===== src/rtl/pipe_pkg.sv =====
// Shared types and constants for the pipeline hazard/forwarding controller.
package pipe_pkg;

    localparam logic [1:0] FWD_RF   = 2'b00;
    localparam logic [1:0] FWD_EALU = 2'b01;
    localparam logic [1:0] FWD_MALU = 2'b10;
    localparam logic [1:0] FWD_MMEM = 2'b11;

    localparam int MD_CNT_W = 4;

    typedef enum logic {
        MD_IDLE = 1'b0,
        MD_BUSY = 1'b1
    } md_state_t;

endpackage


===== src/rtl/pipe_sat_cnt.sv =====
// Saturating up-counter with enable and asynchronous active-low clear.
module pipe_sat_cnt #(
    parameter int W = 32
) (
    input  logic         clock,
    input  logic         resetn,
    input  logic         en,
    output logic [W-1:0] cnt
);

    // NOTE: sequential state is assigned with <= so every flop samples pre-edge values.
    always_ff @(posedge clock or negedge resetn) begin
        if (!resetn) begin
            cnt <= '0;
        end else if (en && (cnt != '1)) begin
            cnt <= cnt + 1'b1;
        end
    end

endmodule


===== src/rtl/pipe_hazard_unit.sv =====
// Decode-stage hazard detection, operand forwarding, mult/div occupancy tracking
// and stall-cycle accounting for the five-stage pipeline.
module pipe_hazard_unit
    import pipe_pkg::*;
#(
    parameter int MD_LAT = 4,
    parameter int CNT_W  = 32
) (
    input  logic             clock,
    input  logic             resetn,
    input  logic [4:0]       rs,
    input  logic [4:0]       rt,
    input  logic             usert,
    input  logic             dmd,
    input  logic             dmduse,
    input  logic             ewreg,
    input  logic             em2reg,
    input  logic [4:0]       ern,
    input  logic             mwreg,
    input  logic             mm2reg,
    input  logic [4:0]       mrn,
    output logic [1:0]       fwda,
    output logic [1:0]       fwdb,
    output logic             wpcir,
    output logic             dbubble,
    output logic             md_busy,
    output logic [CNT_W-1:0] stall_cnt
);

    localparam logic [MD_CNT_W-1:0] MD_LAT_C = MD_CNT_W'(MD_LAT);

    md_state_t           state_q, state_d;
    logic [MD_CNT_W-1:0] md_cnt_q, md_cnt_d;

    logic e_alu_valid;
    logic e_load_valid;
    logic m_valid;
    logic load_use;
    logic md_hazard;
    logic stall;
    logic md_issue;

    // A loaded value in E cannot be forwarded yet; only ALU results qualify.
    assign e_alu_valid  = ewreg && !em2reg && (ern != 5'd0);
    assign e_load_valid = ewreg &&  em2reg && (ern != 5'd0);
    assign m_valid      = mwreg && (mrn != 5'd0);

    // NOTE: every signal driven in always_comb gets a default first, so no latch is inferred.
    always_comb begin
        fwda = FWD_RF;
        if (e_alu_valid && (ern == rs)) begin
            fwda = FWD_EALU;
        end else if (m_valid && (mrn == rs)) begin
            fwda = mm2reg ? FWD_MMEM : FWD_MALU;
        end
    end

    always_comb begin
        fwdb = FWD_RF;
        if (e_alu_valid && (ern == rt)) begin
            fwdb = FWD_EALU;
        end else if (m_valid && (mrn == rt)) begin
            fwdb = mm2reg ? FWD_MMEM : FWD_MALU;
        end
    end

    assign load_use  = e_load_valid && ((ern == rs) || (usert && (ern == rt)));
    assign md_busy   = (md_cnt_q != '0);
    assign md_hazard = md_busy && (dmd || dmduse);
    assign stall     = load_use || md_hazard;
    assign wpcir     = !stall;
    assign dbubble   = stall;
    assign md_issue  = dmd && wpcir;

    always_ff @(posedge clock or negedge resetn) begin
        if (!resetn) begin
            state_q  <= MD_IDLE;
            md_cnt_q <= '0;
        end else begin
            state_q  <= state_d;
            md_cnt_q <= md_cnt_d;
        end
    end

    always_comb begin
        state_d  = state_q;
        md_cnt_d = md_cnt_q;
        case (state_q)
            MD_IDLE: begin
                if (md_issue) begin
                    state_d  = MD_BUSY;
                    md_cnt_d = MD_LAT_C;
                end
            end
            MD_BUSY: begin
                if (md_cnt_q > 4'd1) begin
                    md_cnt_d = md_cnt_q - 1'b1;
                end else if (md_issue) begin
                    // Back-to-back issue on the final busy cycle keeps the unit occupied.
                    md_cnt_d = MD_LAT_C;
                end else begin
                    md_cnt_d = '0;
                    state_d  = MD_IDLE;
                end
            end
            default: begin
                state_d  = MD_IDLE;
                md_cnt_d = '0;
            end
        endcase
    end

    pipe_sat_cnt #(
        .W (CNT_W)
    ) u_stall_cnt (
        .clock  (clock),
        .resetn (resetn),
        .en     (stall),
        .cnt    (stall_cnt)
    );

endmodule


===== config.mk =====
export PLATFORM = sky130hd
export DESIGN_NAME = pipe_hazard_unit
export DESIGN_NICKNAME = d
export VERILOG_FILES = /design/src/rtl/pipe_pkg.sv /design/src/rtl/pipe_sat_cnt.sv /design/src/rtl/pipe_hazard_unit.sv
export SDC_FILE = /design/constraint.sdc
export NUM_CORES = 1
export LEC_CHECK = 0
export CAP_MARGIN = 5
export CORE_MARGIN = 2
export CORE_UTILIZATION = 43
export CTS_CLUSTER_DIAMETER = 200
export DETAILED_ROUTE_END_ITERATION = 16
export HOLD_SLACK_MARGIN = 0.08
export PLACE_DENSITY = 0.88
export SLEW_MARGIN = 20
export SYNTH_ARGS = -nofsm -noshare
export SYNTH_HDL_FRONTEND = slang
export SYNTH_HIERARCHICAL = 1
export SYNTH_SLANG_ARGS = --single-unit

===== constraint.sdc =====
create_clock -name clock -period 2.3 [get_ports clock]
set_input_delay 0.345 -clock clock [delete_from_list [all_inputs] [get_ports clock]]
set_output_delay 0.345 -clock clock [all_outputs]
set_load 0.03 [all_outputs]

# == Yosys cells after proc, flatten, opt, wreduce, memory -nomap -nowiden ==
# Cells that the tools add are included.
# classes
magnitude_cmp,1
n_addsub,2
bitwise,1
reduce_logical,22
n_eq_ne,6
muxes,12
# op_table
cell,count
$add 32x1->32 const B,1
$ne 32x32->1 const B,1
$eq 5x5->1,4
$logic_and 1x1->1,14
$reduce_bool 5->1,2
$mux 2,4
$mux 4,2
$pmux 4 s2,1
$gt 4x1->1 const B,1
$reduce_bool 4->1,1
$sub 4x1->4 const B,1
$logic_or 1x1->1,3
$mux 1,3
$mux 3,1
$logic_not 1->1,2
$ne 2x2->1 const B,1
$pmux 1 s2,1
$not 1->1,1
# word_totals
reg_bits,37
word_cells,47

# == Logic depth before layout (Yosys ltp) ==
# depth
depth_word,10
mapped_depth,11
depth_no_buf,10

# == Hierarchy ==
# The synthesis kept the hierarchy.
# modules_own_cells
module,seq_area_each_um2,n_inst,cells_each,area_each_um2
pipe_sat_cnt,800.8,1,151,1624.1
pipe_hazard_unit,125.1,1,81,646.9

# == Least setup slack after synthesis ==
# Ideal clock, no wire load.
# synth_path
kind,input to register
from,input port ern[2]
to,register u_stall_cnt.cnt[15]
path_slack_ps,-434
path_buffers,1
arrival_ps,2610
t_required_ps,2175
cell_stages,9
setup_ps,125
path_cell_list,or4_4 -> o211ai_2 -> o21ba_4 -> or2_1 -> and3_1 -> nor2b_1 -> clkbuf_1 -> nand3_1 -> mux2_2
# synth_via
elab_chain_len,6
word_cells_on_any_way,9
# synth_rtl
item,line,text
from (decl),pipe_hazard_unit.sv:18,"input logic [4:0] ern,"
$eq 5x5->1,pipe_hazard_unit.sv:67,assign load_use = e_load_valid && ((ern == rs) || (usert && (ern == rt)));
$logic_and 1x1->1,pipe_hazard_unit.sv:67,
$logic_or 1x1->1,pipe_hazard_unit.sv:67,
$logic_and 1x1->1 (*),pipe_hazard_unit.sv:67,
$logic_or 1x1->1 (*),pipe_hazard_unit.sv:70,assign stall = load_use || md_hazard;
via dbubble,pipe_hazard_unit.sv:25,"output logic dbubble,"
$logic_and 1x1->1 (*),pipe_sat_cnt.sv:15,end else if (en && (cnt != '1)) begin
to (signal assigned),pipe_sat_cnt.sv:16,cnt <= cnt + 1'b1;
to (decl),pipe_sat_cnt.sv:8,output logic [W-1:0] cnt
# The timed path passes the listed nets; every way through them passes the cells marked *.
# A chain may end at the register's enable or synchronous reset.

# == Worst setup path in the final report ==
# layout_path
from,input port rt[1]
to,output port fwdb[0]
# layout_via
elab_chain_len,4
word_cells_on_any_way,6
# layout_rtl
item,line,text
from (decl),pipe_hazard_unit.sv:12,"input logic [4:0] rt,"
$eq 5x5->1,pipe_hazard_unit.sv:62,end else if (m_valid && (mrn == rt)) begin
$logic_and 1x1->1,pipe_hazard_unit.sv:62,
$mux 2,pipe_hazard_unit.sv:62,
$mux 2 (*),pipe_hazard_unit.sv:60,if (e_alu_valid && (ern == rt)) begin
to (decl),pipe_hazard_unit.sv:23,"output logic [1:0] fwdb,"
# Mark *: on every way between the ends. The rest lies on a longest branch, timed or not.

==> results_dict.tcl <==
set metrics [dict create \
    status "complete, no violations" \
    worstPathArrival_ns 1.94 \
    fin_tns_setup_ns 0 \
    cts_tree "built" \
    clockBufferDepth 2 \
    slew_violations 0 \
    worstRegToRegCells 10 \
    period_minus_slack_ns 2.28 \
    nets 382 \
    final_core_util 0.696 \
    yosysWarnings 6 \
    numCtsBuffers 5 \
    ff2ff_setup_slack_ns 0.13 \
    holdBufCountCts 0 \
    cap_violations 0 \
    p_leak_nw 1.53 \
    seq_area_um2 926 \
    via_per_inst 5.45 \
    finalClockSkew_ns 0.00415 \
    antenna_found_initial 0 \
    p_per_area_nw_per_um2 724 \
    netlist_area_um2 2270 \
    dr.pass1.iters 4 \
    grt_pass1_vias 2346 \
    htreeDepth 2 \
    grt_max_degree 38 \
    insertion_delay_ns 0.29 \
    ys_ff_latch 37 \
    peakVddDrop_uv 292 \
    grt_remaining_overflow 0 \
    drtIter0Drc 146 \
    worst_slack_ns 0.0198 \
    synth.distinct_cells 39 \
    worstHoldPathType "in2async" \
    num_rows 26 \
    relSlewSlack 0.698 \
    die_area_um2 5880 \
    multi_input_area_um2 1430 \
    syn2layout_area_growth_pct 56.5 \
    path_class "in2out" \
    port-buffer-count 67 \
    drive_gt1_frac 0.280 \
    grtUsageTotal 0.222 \
    hold_viol 0 \
    syn-num-nets 265 \
    yosysSeqAreaShare 0.408 \
    reg2reg_to "u_stall_cnt/cnt[25]$_DFFE_PN0P_" \
    antennaDiodeCount 0 \
    dp_slack_ns -0.728 \
    setup_violations 0 \
    regToRegStartpoint "md_cnt_q[1]$_DFFE_PN0P_" \
    whs_ns 0.481 \
    grt_pass1_wl_mm 10.6 \
    n_fill_cell 390 \
    worst_setup_path_end_kind "primary output" \
    cts_sinks 37 \
    power_mw 2.57 \
    fmax_mhz 439 \
    wirelength_mm 6.77 \
    root_buffer "clkbuf_8" \
    place_congestion 0.854 \
    synthCells 232 \
    worstPathRequired_ns 1.96 \
    worst_setup_path_start_kind "primary input" \
    wl_per_cell_um 16.1 \
    tightest_slew_ns 0.453 \
    chipHeight_um 76.7 \
    core_um2 5110 \
    die_w_um 76.7 \
    path_clk_slew_ns 0.07 \
    path_max_fanout 2 \
    final_antenna_net_count 0 \
    period_share 0.991 \
    post-dp-hpwl_mm 4.74 \
    initial_core_util 0.445 \
    crit_start "rt[1]" \
    syn_area_per_cell_um2 9.79 \
    drc 0 \
    vias 2287 \
    ioPinCount 68 \
]
-- metrics by stage --
| step | instances | instance area [um2] |
|---|---|---|
| floorplan | 232 | 2290 |
| global placement | 402 | 3280 |
| detailed placement | 402 | 3280 |
| CTS | 415 | 3460 |
| global route | 420 | 3550 |
| finish | 420 | 3550 |
-- registers in the layout, indices dropped and copies added, names as in the netlist --
name	cells
u_stall_cnt/cnt	32
md_cnt_q	4
state_q	1
-- critical path: stages --
cell and delay, ns:
dlygate4sd2_1 0.28, xor2_1 0.17, nor2_1 0.15, buf_4 0.13
buf_4 0.09, buf_4 0.09, nand2_1 0.05, nor3_1 0.35
a21o_1 0.14, buf_4 0.15
-- timing repair --
item,in CTS,in global routing
pin swaps,12,13
resized for setup,39,25
endpoints found under the setup margin,36,27
gates cloned,0,0
setup buffers,5,5
-- cell usage after synthesis --
cell type  number  area share
dfrtp_1        37        0.41
xnor2_1        33        0.13
nand2_1        21       0.035
nand3_1        18       0.040
nor2_1         17       0.028
xor2_1         16       0.062
nand4_1        15       0.041
nor3_1          8       0.018
a21oi_1         6       0.013
inv_1           5      0.0083
nor4_1          5       0.014
and4_1          4       0.015
ha_1            4       0.022
a31oi_1         3      0.0083
and3_1          3      0.0083
nor2b_1         3      0.0083
nor3b_1         3      0.0099
o21ai_1         3      0.0066
o31ai_1         3      0.0099
or4_4           3       0.015
a21o_1          2      0.0066
nor3_2          2      0.0088
o211ai_1        2      0.0066
buf_6           1      0.0050
clkbuf_1        1      0.0017
mux2_1          1      0.0050
mux2_2          1      0.0050
nand2_2         1      0.0028
nand3_2         1      0.0044
nand3b_1        1      0.0033
nand4_2         1      0.0055
nor4_2          1      0.0055
nor4_4          1      0.0094
o211ai_2        1      0.0055
o21ba_4         1      0.0072
o31ai_2         1      0.0055
o31ai_4         1      0.0094
or2_1           1      0.0028
or4_1           1      0.0033
-- area by class of cell --
| type | instances | share of cell area |
|---|---|---|
| clock buffer | 7 | 0.0243 |
| clock inverter | 1 | 0.00845 |
| inverter | 5 | 0.00528 |
| multi-input combinational | 188 | 0.402 |
| sequential | 37 | 0.261 |
| tap | 70 | 0.0246 |
| timing repair buffer | 112 | 0.275 |
-- worst max path at each step --
stage                     slack, ns                               to
after detailed placement      -0.73  u_stall_cnt/cnt[29]$_DFFE_PN0P_
after global placement        -0.62  u_stall_cnt/cnt[29]$_DFFE_PN0P_
after CTS                   -0.0004                          fwda[0]
final                          0.02                          fwdb[0]
after floorplan               -0.21  u_stall_cnt/cnt[15]$_DFFE_PN0P_
after global routing          -0.03                          fwdb[0]
-- cells by family after synthesis --
logic type	after synthesis	share of synthesized area
and+or+nand+nor	110	0.278
buffers and inverters	7	0.0149
xor gates and xnor gates	49	0.189
DFF	37	0.408
AOI/OAI and AO/OA	23	0.0788
muxes	2	0.00992
adders and majority gates	4	0.0220
-- cells in the final DEF, fill, tap and decap left out, types with 3 or more instances in the layout --
cell type        instances
a21oi_1                  5
a31oi_1                  3
and4_1                   4
buf_2                    3
buf_4                   47
clkbuf_2                 3
clkbuf_8                 6
clkdlybuf4s15_1          3
clkdlybuf4s50_1         42
dfrtp_1                 37
dlygate4sd2_1            8
dlymetal6s2s_1           4
ha_1                     4
inv_1                    5
nand2_1                 21
nand3_1                 15
nand3_2                  4
nand4_1                 15
nor2_1                  15
nor3_1                   6
nor3_2                   3
nor4_2                   4
o31ai_1                  3
or4_4                    4
xnor2_1                 33
xor2_1                  15
-- layer usage --
layer / vias to the layer above / routed length [um] / global-route usage
met5: - / 0 / 0
met4: 0 / 163 / 0.0927
met3: 17 / 344 / 0.0482
met2: 90 / 3620 / 0.400
met1: 1103 / 2640 / 0.253
li1: 1077 / - / -
-- power by group --
part	leakage, nW	internal [mW]	switching [mW]	total [mW]
registers	0.495	0.759	0.164	0.922
logic	0.977	0.494	0.583	1.08
clock network	0.0585	0.353	0.219	0.572
total	1.53	1.61	0.965	2.57
(Power assumes the default switching activity.)
